$ cat src/rtl/ddr_arb_pkg.sv
// Shared definitions for the two-port DDR arbiter: FSM state encoding and requester indices.
package ddr_arb_pkg;

  typedef enum logic [1:0] {
    IDLE  = 2'b00,
    BUSY  = 2'b01,
    DRAIN = 2'b10
  } arb_state_t;

  localparam logic PORT_D = 1'b0;
  localparam logic PORT_I = 1'b1;

endpackage

$ cat src/rtl/ddr_arb_pick.sv
// Combinational grant selection between the data and instruction requesters.
module ddr_arb_pick
  import ddr_arb_pkg::*;
(
  input  logic req0,
  input  logic req1,
  input  logic last_grant,
  output logic grant_valid,
  output logic grant_idx
);

  // Contention goes to whichever port was not served last.
  always_comb begin
    grant_valid = req0 | req1;
    if (req0 && req1) begin
      grant_idx = ~last_grant;
    end else if (req1) begin
      grant_idx = PORT_I;
    end else begin
      grant_idx = PORT_D;
    end
  end

endmodule

$ cat src/rtl/ddr_mem_arbiter.sv
// Two-requester arbiter in front of a single DDR memory port, one transaction at a time.
// Define DDR_ARB_ROUND_ROBIN_EN for round-robin on contention; otherwise port 0 has fixed priority.
module ddr_mem_arbiter
  import ddr_arb_pkg::*;
#(
  parameter int C_S_AXI_ADDR_WIDTH = 64,
  parameter int C_S_AXI_DATA_WIDTH = 64
) (
  input  logic                            ui_clk,
  input  logic                            ui_rst_n,
  input  logic [C_S_AXI_ADDR_WIDTH-1:0]   p0_addr,
  input  logic [C_S_AXI_DATA_WIDTH-1:0]   p0_wdata,
  input  logic [C_S_AXI_DATA_WIDTH/8-1:0] p0_wmask,
  input  logic                            p0_wen,
  input  logic                            p0_ren,
  output logic [C_S_AXI_DATA_WIDTH-1:0]   p0_rdata,
  output logic                            p0_valid,
  input  logic [C_S_AXI_ADDR_WIDTH-1:0]   p1_addr,
  input  logic [C_S_AXI_DATA_WIDTH-1:0]   p1_wdata,
  input  logic [C_S_AXI_DATA_WIDTH/8-1:0] p1_wmask,
  input  logic                            p1_wen,
  input  logic                            p1_ren,
  output logic [C_S_AXI_DATA_WIDTH-1:0]   p1_rdata,
  output logic                            p1_valid,
  output logic [C_S_AXI_ADDR_WIDTH-1:0]   addr_mem,
  output logic [C_S_AXI_DATA_WIDTH-1:0]   wdata_mem,
  output logic [C_S_AXI_DATA_WIDTH/8-1:0] wmask_mem,
  output logic                            wen_mem,
  output logic                            ren_mem,
  input  logic [C_S_AXI_DATA_WIDTH-1:0]   rdata_mem,
  input  logic                            valid_mem,
  output logic [1:0]                      debug_arb_state,
  output logic                            debug_arb_grant
);

  localparam int MW = C_S_AXI_DATA_WIDTH / 8;

  arb_state_t                    state;
  logic                          grant;
  logic                          grant_valid;
  logic                          grant_idx;
  logic                          last_served;

  logic [C_S_AXI_ADDR_WIDTH-1:0] sel_addr;
  logic [C_S_AXI_DATA_WIDTH-1:0] sel_wdata;
  logic [MW-1:0]                 sel_wmask;
  logic                          sel_wen;

  logic [C_S_AXI_ADDR_WIDTH-1:0] lat_addr;
  logic [C_S_AXI_DATA_WIDTH-1:0] lat_wdata;
  logic [MW-1:0]                 lat_wmask;
  logic                          lat_wr;

  ddr_arb_pick u_pick (
    .req0        (p0_wen | p0_ren),
    .req1        (p1_wen | p1_ren),
    .last_grant  (last_served),
    .grant_valid (grant_valid),
    .grant_idx   (grant_idx)
  );

`ifndef DDR_ARB_ROUND_ROBIN_EN
  // Pretending port 1 was always served last makes the picker favour port 0.
  assign last_served = PORT_I;
`endif

  always_comb begin
    if (grant_idx == PORT_I) begin
      sel_addr  = p1_addr;
      sel_wdata = p1_wdata;
      sel_wmask = p1_wmask;
      sel_wen   = p1_wen;
    end else begin
      sel_addr  = p0_addr;
      sel_wdata = p0_wdata;
      sel_wmask = p0_wmask;
      sel_wen   = p0_wen;
    end
  end

  // Reads carry zero data/mask downstream, so the latched copies are zeroed at grant time.
  assign addr_mem        = lat_addr;
  assign wdata_mem       = lat_wdata;
  assign wmask_mem       = lat_wmask;
  assign debug_arb_state = state;
  assign debug_arb_grant = grant;

  always_ff @(posedge ui_clk or negedge ui_rst_n) begin
    if (!ui_rst_n) begin
      state     <= IDLE;
      grant     <= PORT_D;
      lat_addr  <= '0;
      lat_wdata <= '0;
      lat_wmask <= '0;
      lat_wr    <= 1'b0;
      wen_mem   <= 1'b0;
      ren_mem   <= 1'b0;
      p0_valid  <= 1'b0;
      p1_valid  <= 1'b0;
      p0_rdata  <= '0;
      p1_rdata  <= '0;
`ifdef DDR_ARB_ROUND_ROBIN_EN
      last_served <= PORT_I;
`endif
    end else begin
      p0_valid <= 1'b0;
      p1_valid <= 1'b0;
      case (state)
        IDLE: begin
          if (grant_valid) begin
            grant     <= grant_idx;
            lat_addr  <= sel_addr;
            lat_wdata <= sel_wen ? sel_wdata : '0;
            lat_wmask <= sel_wen ? sel_wmask : '0;
            lat_wr    <= sel_wen;
            wen_mem   <= sel_wen;
            ren_mem   <= ~sel_wen;
            state     <= BUSY;
`ifdef DDR_ARB_ROUND_ROBIN_EN
            last_served <= grant_idx;
`endif
          end
        end
        BUSY: begin
          if (valid_mem) begin
            wen_mem <= 1'b0;
            ren_mem <= 1'b0;
            state   <= DRAIN;
            if (grant == PORT_I) begin
              p1_valid <= 1'b1;
              if (!lat_wr) p1_rdata <= rdata_mem;
            end else begin
              p0_valid <= 1'b1;
              if (!lat_wr) p0_rdata <= rdata_mem;
            end
          end
        end
        DRAIN: begin
          if (!valid_mem) state <= IDLE;
        end
        default: state <= IDLE;
      endcase
    end
  end

endmodule

$ cat config.mk
export PLATFORM = sky130hd
export DESIGN_NAME = ddr_mem_arbiter
export DESIGN_NICKNAME = d
export VERILOG_FILES = /design/src/rtl/ddr_arb_pkg.sv /design/src/rtl/ddr_arb_pick.sv /design/src/rtl/ddr_mem_arbiter.sv
export SDC_FILE = /design/constraint.sdc
export NUM_CORES = 1
export LEC_CHECK = 0
export CORE_AREA = 2 2 238 240
export CTS_CLUSTER_SIZE = 30
export DETAILED_ROUTE_END_ITERATION = 7
export DIE_AREA = 0 0 240 242
export REMOVE_ABC_BUFFERS = 1
export SYNTH_ARGS = -nofsm -noshare
export SYNTH_HDL_FRONTEND = slang
export SYNTH_SLANG_ARGS = --single-unit
$ cat constraint.sdc
create_clock -name ui_clk -period 1.6 [get_ports ui_clk]
set_input_delay 0.24 -clock ui_clk [delete_from_list [all_inputs] [get_ports ui_clk]]
set_output_delay 0.24 -clock ui_clk [all_outputs]
set_load 0.05 [all_outputs]
==> impl_results.md, run 1 <==
- Status: finished, violations left
- Violated checks: setup timing
- Syn_area_per_cell: 13.01 um2
- Max Cap Violations: 0
- CTS Buf Count: 30
- H-tree depth: 1
- Die height: 242 um
- Clk pin slew, worst setup/hold paths: 0.06 ns
- Share of layout cells above drive strength 1: 33.35%
- Core ar.: 55730 um2
- Flop pwr share: 27.4%
- CP startpoint kind: flip-flop
- Setup WS post-layout: -0.04553 ns
- Post-route ant nets: 0
- Vias in the first global route: 9672
- Clock skew: 0.01128 ns
- Cell variety after synth: 26
- Cell area power density: 2266 nW/um2
- Gate power share: 57.7%
- Largest net degree at the start of global routing: 68
- Class of the worst hold path: input port to async pin
- Initial DRC Count: 251
- Final worst-path cycle share: 102.8%
- Diode count: 0
- Die area: 58080 um2
- Leak: 0.009614 uW
- Post-layout min period: 1.646 ns
- Gpl congestion: 0.8513
- FF-to-FF Start: debug_arb_state[1]
- Clock root buffer: clkbuf_16
- Post-Syn Instances: 890
- Final Setup Violations: 54
- P_sw: 21580 uW
- Post-layout util: 35.24%
- Via/cell ratio: 4.008
- Fmax: 607.7 MHz
- First-pass iteration count of the detailed router: 4
- Die Width: 240 um
- Max Root-Sink Buffers: 3
- CTS Sinks: 272
- I/O Pins: 614
- Rel. slew slack: 74.82%
- Most common cell after layout, fill and taps aside: clkdlybuf4s50_1
- CP max FO: 21
- Worst-skew pair later-pin latency: 0.56 ns
- Sw Share: 48.51%
- CTS tree: done
- RSZ-0062 raised after global routing: yes
- Row count: 87
- Drt drc: 0
- Critical Path AT: 2.09 ns
- Req. time, crit path: 2.05 ns
- Final HPWL DP: 33.22 mm
- GRT Residual Overflow: 0
- Routed vias: 9338
- Most frequent cells in the layout: 341 x clkdlybuf4s50_1, 307 x buf_4, 272 x dfrtp_1
- Synthesized area: 11580 um2
- Maximum vdd ir drop: 1.012 mV
- Syn. warnings: 0
- WL final: 41.09 mm
- Sequential share of the synthesized area: 58.77%
- Cell taking the most area after synthesis: dfrtp_1
- Cell internal pwr: 22910 uW
- Global-route wire length before repair: 59.62 mm
- Critical path endpoint category: flip-flop
- Hold Vio Cnt, Final: 0
- Clock power frac: 14.8%
- # Post-CTS Setup Buffers: 0
- Area growth syn-to-layout: 69.56%
- Initial antenna violation count: 0
- GRT Total Usage: 13.45%
- Drt wl/cell: 17.64 um
- Critical path class: flip-flop to flip-flop
- Slew @ Worst Pin: 0.3673 ns
- Crit path from: debug_arb_state[1]
- Synth area leaders: dfrtp_1 59%, mux2i_1 12%, mux2_4 7.8%, mux2_2 6.1%, o21ai_0 5.8%
- Synth top area share: 58.77%
- Synthesized flop and latch total: 272
- Starting Density: 20.78%
- Final Slew Violations: 0
- Hold Worst Slack: 0.1097 ns
- PortBufs: 613
- Final #Nets: 1896
==> layout make-up <==
cell class	instances	area, um2
Multi-Input combinational cell	559	4424
Tap cell	756	945.9
Inverter	1	3.754
Clock inverter	9	48.80
Clock buffer	44	894.6
Sequential cell	272	6807
Timing Repair Buffer	689	6515
Fill cell	5598	36090
==> cells in the mapped netlist, drive strengths merged <==
master / count
mux2i: 136
nand3: 1
nor2: 4
nor3: 1
inv: 1
mux2: 128
buf: 44
nand3b: 1
nor2b: 1
dfrtp: 272
o31ai: 1
or3: 1
clkbuf: 14
nand2: 141
o41ai: 1
a21boi: 2
o21ai: 139
or2b: 1
nand2b: 1
==> worst max-delay path, stage by stage (launching register included) <==
cell,delay [ns]
dfrtp_1,0.38
nand3b_4,0.17
or3_4,0.43
buf_12,0.21
mux2_4,0.32
==> final timing paths <==
| kind | end | slack, ns | depth (start not counted) |
|---|---|---|---|
| hold reg to reg | addr_mem[47] | 0.48 | 2 |
| min in group ui_clk | addr_mem[9] | 0.30 | 3 |
| setup / recovery | p1_rdata[23] | -0.05 | 4 |
| setup reg to reg | p1_rdata[23] | -0.05 | 4 |
| hold / removal | p0_rdata[14] | 0.11 | 2 |
| max in group asynchronous | addr_mem[10] | 0.79 | 4 |
==> routing by layer <==
layer	up-vias	track usage [%]	wire, um
met3	38	4.592	4123
met4	0	2.338	480
li1	4421	-	-
met5	-	0	0
met2	415	24.37	20690
met1	4464	15.31	15800
==> power by group through the flow <==
| stage | combinational [uW] | sequential, uW | clock [uW] |
|---|---|---|---|
| 3_5_place_dp | 26000 | 12300 | 0 |
| 3_3_place_gp | 25800 | 12200 | 0 |
| 6_report | 25700 | 12200 | 6600 |
| 4_1_cts | 26000 | 12300 | 6870 |
| 5_1_grt | 27000 | 12600 | 7150 |
| 2_1_floorplan | 5000 | 23100 | 0 |
==> stage by stage <==
stage	std cells	setup TNS [ns]	area, um2	setup WS (ns)	total power, uW
after floorplan	832	-1359.82	11200	-8.262	28130
after global placement	2277	-82.96	18680	-0.4215	38040
after detailed placement	2277	-89.18	18680	-0.4440	38330
after CTS	2330	-2.403	19630	-0.06707	45140
after global routing	2330	-3.614	19640	-0.07890	46740
final	2330	-1.337	19640	-0.04553	44490
==> registers in the layout, indices dropped and copies added (netlist names) <==
signal and flops:
addr_mem 64, p0_rdata 64, p1_rdata 64, wdata_mem 64, wmask_mem 8, debug_arb_state 2
debug_arb_grant 1, lat_wr 1, p0_valid 1, p1_valid 1, ren_mem 1, wen_mem 1
==> kinds of logic after synthesis <==
group                  count (synthesis)  synth area share (%)
DFF                                  272                 58.77
muxes                                264                 26.14
and+or+nand+nor                      152                 5.283
AOI/OAI and AO/OA                    143                 6.438
buffers and inverters                 59                 3.370
==> timing repair <==
item / 4_1_cts / 5_1_grt
hold endpoints to repair: 215 / 0
gates resized for setup: 2 / 2
endpoints found under the setup margin: 124 / 67
hold buffers: 1 / 0
(Power assumes the default switching activity.)
==> run 2, diff against run 1 <==
--- a/config.mk
+++ b/config.mk
@@ -9,7 +9,9 @@
 export CTS_CLUSTER_SIZE = 30
 export DETAILED_ROUTE_END_ITERATION = 7
 export DIE_AREA = 0 0 240 242
+export PLACE_DENSITY = 0.5
 export REMOVE_ABC_BUFFERS = 1
+export SETUP_SLACK_MARGIN = 0.15
 export SYNTH_ARGS = -nofsm -noshare
 export SYNTH_HDL_FRONTEND = slang
 export SYNTH_SLANG_ARGS = --single-unit
==> run 2 against run 1 <==
Effect of this change:
- the flow still finishes with violations (setup timing)
- count of clock-buffer cells in the layout increased by 5
- register-to-register slack hardly changed
- critical path type unchanged
- via count grew 4.8%
- non-clock buffer count up 39
- sequential share of layout area decreased by 2.8 points
- die area is the same
- hold slack better by 0.076 ns
- global-route usage rose by 1.4 points
- sequential power about the same
- clock skew grew 0.013 ns
- highest routed layer unchanged
- clock power rose by 3.3%
- design area rose by 8.7%
==> impl_results.md, run 2 (same netlist as run 1, synthesis figures left out) <==
- R2R Setup Slk: -0.05 ns (about the same)
- Row count: 87 (unchanged)
- Leak: 0.01044 uW (was 0.009614 uW)
- First-pass iteration count of the detailed router: 4 (unchanged)
- Post-Layout Cell Count: 2372 (was 2330)
- Critical path class: flip-flop to flip-flop (unchanged)
- Final worst-path cycle share: 103.0% (was 102.8%)
- Design Area, Final: 21350 um2 (was 19640 um2)
- Core ar.: 55730 um2 (unchanged)
- Clk pin slew, worst setup/hold paths: 0.06 ns (about the same)
- Layout filler cell count: 5496 (was 5598)
- CTS Buf Count: 30 (unchanged)
- Global-route wire length before repair: 64.90 mm (was 59.62 mm)
- Cell area power density: 2344 nW/um2 (was 2266 nW/um2)
- FF-to-FF Start: debug_arb_state[1] (unchanged)
- Clock skew: 0.02459 ns (was 0.01128 ns)
- WL final: 48.97 mm (was 41.09 mm)
- Class of the worst hold path: input port to async pin (unchanged)
- Final #Nets: 1935 (was 1896)
- Drt wl/cell: 20.65 um (was 17.64 um)
- Clock root buffer: clkbuf_16 (unchanged)
- Largest net degree at the start of global routing: 73 (was 68)
- RSZ-0062 raised after global routing: yes (unchanged)
- Fmax: 607.0 MHz (was 607.7 MHz)
- Post-route ant nets: 0 (unchanged)
- Vias in the first global route: 9910 (was 9672)
- Hold Vio Cnt, Final: 0 (unchanged)
- Most frequent cells in the layout: 340 x clkdlybuf4s50_1, 280 x buf_4, 269 x dfrtp_1 (was 341 x clkdlybuf4s50_1, 307 x buf_4, 272 x dfrtp_1)
- Starting Density: 20.78% (unchanged)
- CP startpoint kind: flip-flop (unchanged)
- Worst-skew pair later-pin latency: 0.57 ns (was 0.56 ns)
- Overall Power: 50050 uW (was 44490 uW)
- FF-to-FF path depth: 6 (was 4)
- CTS Sinks: 272 (unchanged)
- Post-layout min period: 1.647 ns (was 1.646 ns)
- Final Setup Violations: 81 (was 54)
- Share of layout cells above drive strength 1: 42.39% (was 33.35%)
- Die height: 242 um (unchanged)
- Routed vias: 9787 (was 9338)
- Crit path from: debug_arb_state[1] (unchanged)
- H-tree depth: 1 (unchanged)
- Maximum vdd ir drop: 1.030 mV (was 1.012 mV)
- Placement Cell Area: 18690 um2 (was 18680 um2)
- PortBufs: 613 (unchanged)
- Most common cell after layout, fill and taps aside: clkdlybuf4s50_1 (unchanged)
- Final Slew Violations: 0 (unchanged)
- Drt drc: 0 (unchanged)
- Gpl congestion: 0.7922 (was 0.8513)
- Status: finished, violations left (unchanged)
- Critical path cell sequence: nand3b_4 -> nor3_4 -> buf_6 -> buf_12 -> clkbuf_16 -> mux2_2 (was nand3b_4 -> or3_4 -> buf_12 -> mux2_4)
- Critical path endpoint category: flip-flop (unchanged)
- Crit path largest cell delay: 0.38 ns (was 0.43 ns)
- Setup WS post-layout: -0.04744 ns (was -0.04553 ns)
- CP max FO: 8 (was 21)
- CTS tree: done (unchanged)
- Diode count: 0 (unchanged)
- Die Width: 240 um (unchanged)
- Max Root-Sink Buffers: 3 (unchanged)
- Area growth syn-to-layout: 84.36% (was 69.56%)
- Slew @ Worst Pin: 0.5450 ns (was 0.3673 ns)
- Violated checks: setup timing (unchanged)
- I/O Pins: 614 (unchanged)
- Via/cell ratio: 4.126 (was 4.008)
- Max Cap Violations: 0 (unchanged)
- Setup tns final: -1.566 ns (was -1.337 ns)
- Initial antenna violation count: 1 (was 0)
- Rel. slew slack: 63.53% (was 74.82%)
- Placed Instances: 2272 (was 2277)
- GRT Total Usage: 14.86% (was 13.45%)
- Critical Path AT: 2.11 ns (was 2.09 ns)
- Initial DRC Count: 337 (was 251)
- RR Endpoint: p0_rdata[22] (was p1_rdata[23])
- Final HPWL DP: 36.04 mm (was 33.22 mm)
- GRT Residual Overflow: 0 (unchanged)
- Req. time, crit path: 2.06 ns (was 2.05 ns)
- Slowest stage cell, crit path: dfrtp_1 (was or3_4)
- Die area: 58080 um2 (unchanged)
==> run 2: cell types whose count changed in the layout (fill, tap and decap cells not counted), sizes merged <==
cell / change
clkbuf: +24
inv: -1
clkinv: -3
clkdlybuf4s50: -1
dlygate4sd2: +1
clkinvlp: +2
buf: +20
==> run 2: worst max-delay path, delay by kind of cell, from the launching register on <==
kind / cells / cell delay [ns]
mux: 1 / 0.33
simple gates: 2 / 0.35
buf+inv: 3 / 0.47
flops: 1 / 0.38
==> run 2: metrics by stage <==
stage	setup WS [ns]	utilization (%)	hold WS, ns
after floorplan	-8.262	-	-0.05559
after global placement	-0.4333	33.54	0.1856
after detailed placement	-0.4966	33.54	0.1933
after CTS	-0.05520	35.84	0.1548
after global routing	-0.09370	38.31	0.1883
final	-0.04744	38.31	0.1853
==> run 2: how the worst max path moves through the flow <==
stage	end	slack (ns)	cells after the start
6_report	p0_rdata[22]	-0.05	6
5_1_grt	p0_rdata[9]	-0.09	6
4_1_cts	p1_rdata[17]	-0.06	4
3_5_place_dp	wmask_mem[2]	-0.50	6
3_3_place_gp	wmask_mem[2]	-0.43	6
2_1_floorplan	addr_mem[0]	-8.26	3
==> run 2: routing by layer <==
| layer | part of all wire (%) | GRT usage, % | wire length, um | vias to the layer above |
|---|---|---|---|---|
| met5 | 0 | 0 | 0 | - |
| met4 | 2.5 | 4.165 | 1219 | 0 |
| met3 | 7.4 | 3.794 | 3641 | 58 |
| met2 | 52 | 27.00 | 25680 | 423 |
| met1 | 38 | 17.04 | 18430 | 4779 |
| li1 | - | - | - | 4527 |
==> run 2: layout make-up <==
type / count / area (um2) / area share, %
Timing Repair Buffer: 728 / 7528 / 35.26
Sequential cell: 272 / 6810 / 31.89
Multi-Input combinational cell: 559 / 5081 / 23.80
Tap cell: 756 / 945.9 / 4.430
Clock buffer: 49 / 932.1 / 4.365
Clock inverter: 7 / 51.30 / 0.2402
Inverter: 1 / 3.754 / 0.01758
==> run 2: timing repair <==
action / 4_1_cts / 5_1_grt
buffers inserted: 3 / 11
resized for setup: 44 / 309
pin swaps: 0 / 37
hold endpoints to repair: 209 / 0
endpoints found under the setup margin: 287 / 290
cloned: 5 / 24
hold buffers: 1 / 0
==> run 2: where the power goes <==
part           switching [uW]  internal [uW]
registers                2300          10200
logic                   18700          12100
clock network            2850           3960
==> run 3, diff against run 2 <==
--- a/config.mk
+++ b/config.mk
@@ -10,7 +10,6 @@
 export DETAILED_ROUTE_END_ITERATION = 7
 export DIE_AREA = 0 0 240 242
 export PLACE_DENSITY = 0.5
-export REMOVE_ABC_BUFFERS = 1
 export SETUP_SLACK_MARGIN = 0.15
 export SYNTH_ARGS = -nofsm -noshare
 export SYNTH_HDL_FRONTEND = slang
==> run 3 against run 2 <==
Effect of this change:
- the flow still finishes with violations (setup timing)
- global-route usage decreased by 0.47 points
- hold slack improved by 0.083 ns
- flip-flop and latch count unchanged
- critical path type unchanged
- largest power group unchanged
==> impl_results.md, run 3 (same netlist as run 1, synthesis figures left out) <==
- CP max FO: 10 (was 8)
- Most common cell after layout, fill and taps aside: clkdlybuf4s50_1 (unchanged)
- Core ar.: 55730 um2 (unchanged)
- Slowest stage cell, crit path: dfrtp_2 (was dfrtp_1)
- Rel. slew slack: 64.36% (was 63.53%)
- Gate power share: 59.5% (was 61.5%)
- CTS tree: done (unchanged)
- CP top delay family: buffers and inverters (unchanged)
- Post-layout util: 38.13% (was 38.31%)
- PortBufs: 613 (unchanged)
- Violated checks: setup timing (unchanged)
- Crit path top cell by count: buf_12
- Area of the multi-input gates: 5037 um2 (was 5081 um2)
- Final #Nets: 1936 (was 1935)
- Maximum vdd ir drop: 0.9242 mV (was 1.030 mV)
- Critical path class: flip-flop to flip-flop (unchanged)
- Initial DRC Count: 248 (was 337)
- Final Setup Violations: 157 (was 81)
- Flop pwr share: 24.8% (was 24.9%)
- Leak: 0.01046 uW (was 0.01044 uW)
- Hold Worst Slack: 0.2683 ns (was 0.1853 ns)
- Vias in the first global route: 9949 (was 9910)
- Gpl congestion: 0.7917 (was 0.7922)
- I/O Pins: 614 (unchanged)
- FF-to-FF path depth: 6 (unchanged)
- Via/cell ratio: 4.056 (was 4.126)
- Cell internal pwr: 26440 uW (was 26230 uW)
- Drt wl/cell: 19.48 um (was 20.65 um)
- R2R Setup Slk: -0.07 ns (was -0.05 ns)
- Max Cap Violations: 0 (unchanged)
- GRT Residual Overflow: 0 (unchanged)
- Status: finished, violations left (unchanged)
- Hold Vio Cnt, Final: 0 (unchanged)
- Clk pin slew, worst setup/hold paths: 0.06 ns (about the same)
- Row count: 87 (unchanged)
- Cell area power density: 2348 nW/um2 (was 2344 nW/um2)
- Share of layout cells above drive strength 1: 41.68% (was 42.39%)
- Global-route wire length before repair: 63.41 mm (was 64.90 mm)
- Die area: 58080 um2 (unchanged)
- CTS Sinks: 272 (unchanged)
- Crit path largest cell delay: 0.43 ns (was 0.38 ns)
- Post-layout min period: 1.666 ns (was 1.647 ns)
- FF-to-FF Start: debug_arb_state[1] (unchanged)
- Clock power frac: 15.7% (was 13.6%)
- Final Slew Violations: 0 (unchanged)
- Most frequent cells in the layout: 341 x clkdlybuf4s50_1, 294 x buf_4, 268 x dfrtp_1 (was 340 x clkdlybuf4s50_1, 280 x buf_4, 269 x dfrtp_1)
- Placed Instances: 2277 (was 2272)
- Largest net degree at the start of global routing: 55 (was 73)
- Final HPWL DP: 34.33 mm (was 36.04 mm)
- Sw Share: 47.01% (was 47.58%)
- H-tree depth: 2 (was 1)
- Net Count, Synth: 1233
- GRT Total Usage: 14.39% (was 14.86%)
- Bufs and invs on worst path: 3 (unchanged)
- Max Root-Sink Buffers: 3 (unchanged)
- Critical path cell sequence: nand3b_4 -> nor3_4 -> buf_6 -> buf_12 -> buf_12 -> mux2_2 (was nand3b_4 -> nor3_4 -> buf_6 -> buf_12 -> clkbuf_16 -> mux2_2)
- Critical path endpoint category: flip-flop (unchanged)
- CP startpoint kind: flip-flop (unchanged)
- Clock root buffer: clkbuf_16 (unchanged)
- RSZ-0062 raised after global routing: yes (unchanged)
- Slew @ Worst Pin: 0.5346 ns (was 0.5450 ns)
- Initial antenna violation count: 2 (was 1)
- WL final: 46.26 mm (was 48.97 mm)
- First-pass iteration count of the detailed router: 4 (unchanged)
- Sequential cell area: 6812 um2 (was 6810 um2)
- CTS Buf Count: 34 (was 30)
- Setup WS post-layout: -0.06582 ns (was -0.04744 ns)
- P_sw: 23460 uW (was 23820 uW)
- Drt drc: 0 (unchanged)
- Crit path from: debug_arb_state[1] (unchanged)
- Die height: 242 um (unchanged)
- Fmax: 600.3 MHz (was 607.0 MHz)
- Layout filler cell count: 5575 (was 5496)
- Final worst-path cycle share: 104.1% (was 103.0%)
- Clock skew: 0.01143 ns (was 0.02459 ns)
- Routed vias: 9632 (was 9787)
- Post-route ant nets: 0 (unchanged)
- Overall Power: 49900 uW (was 50050 uW)
- Critical Path AT: 2.07 ns (was 2.11 ns)
- Worst-skew pair later-pin latency: 0.52 ns (was 0.57 ns)
- RR Endpoint: p0_rdata[38] (was p0_rdata[22])
- Worst slack, placed: -0.4134 ns (was -0.4966 ns)
- Post-Layout Cell Count: 2375 (was 2372)
- Starting Density: 20.78% (unchanged)
- Class of the worst hold path: input port to async pin (unchanged)
- Die Width: 240 um (unchanged)
- Req. time, crit path: 2.00 ns (was 2.06 ns)
- Area growth syn-to-layout: 83.46% (was 84.36%)
run 3: cell count changes in the layout (fill, tap and decap cells not counted), sizes merged:
cell           delta
clkinv            +9
dlygate4sd2       -1
diode             +2
clkinvlp          -2
clkbuf           -12
clkdlybuf4s50     +1
inv               +2
bufinv            +4
run 3: how the worst max path moves through the flow:
stage                        end  slack (ns)  depth (start not counted)
floorplan           p1_rdata[10]       -0.21                          5
global placement    wmask_mem[2]       -0.39                          7
detailed placement  wmask_mem[3]       -0.41                          6
CTS                 p1_rdata[42]       -0.07                          4
global route        p0_rdata[38]       -0.12                          6
finish              p0_rdata[38]       -0.07                          6
run 3: final cells by class:
cell class,instances,area share (%)
Antenna cell,2,0.02355
Clock buffer,40,4.351
Clock inverter,20,0.9951
Inverter,1,0.01766
Multi-Input combinational cell,559,23.71
Sequential cell,272,32.06
Tap cell,756,4.452
Timing Repair Buffer,725,34.40
run 3: routing by layer:
layer / vias to the layer above / track usage, % / wire [um] / share of wire (%)
met1: 4696 / 16.37 / 17710 / 38
met2: 379 / 25.53 / 23850 / 52
li1: 4517 / - / - / -
met5: - / 0 / 0 / 0
met3: 40 / 5.196 / 3987 / 8.6
met4: 0 / 3.252 / 716 / 1.5
run 3: stage by stage:
| step | instance area, um2 | setup TNS, ns |
|---|---|---|
| 2_1_floorplan | 11740 | -23.32 |
| 3_3_place_gp | 18810 | -80.12 |
| 3_5_place_dp | 18810 | -83.75 |
| 4_1_cts | 20040 | -3.936 |
| 5_1_grt | 21240 | -19.48 |
| 6_report | 21250 | -4.960 |
run 3: worst reg2reg max path, cell delays in order (launching register included):
cell and delay [ns]:
dfrtp_2 0.43, nand3b_4 0.19, nor3_4 0.16, buf_6 0.14, buf_12 0.15, buf_12 0.16, mux2_2 0.34
run 3: what timing repair did:
action,CTS,global route
hold buffers,1,0
cloned,0,21
pin swaps,0,43
setup endpoints to repair,271,275
resized for setup,26,273
endpoints found under the hold margin,41,0
buffers inserted,1,13
run 3: power by group through the flow:
stage	registers [uW]	logic (uW)	clock network [uW]
finish	12400	29700	7820
CTS	12200	26600	8130
detailed placement	12200	26400	0
floorplan	23100	5380	0
global placement	12200	26200	0
global route	12800	31000	8420
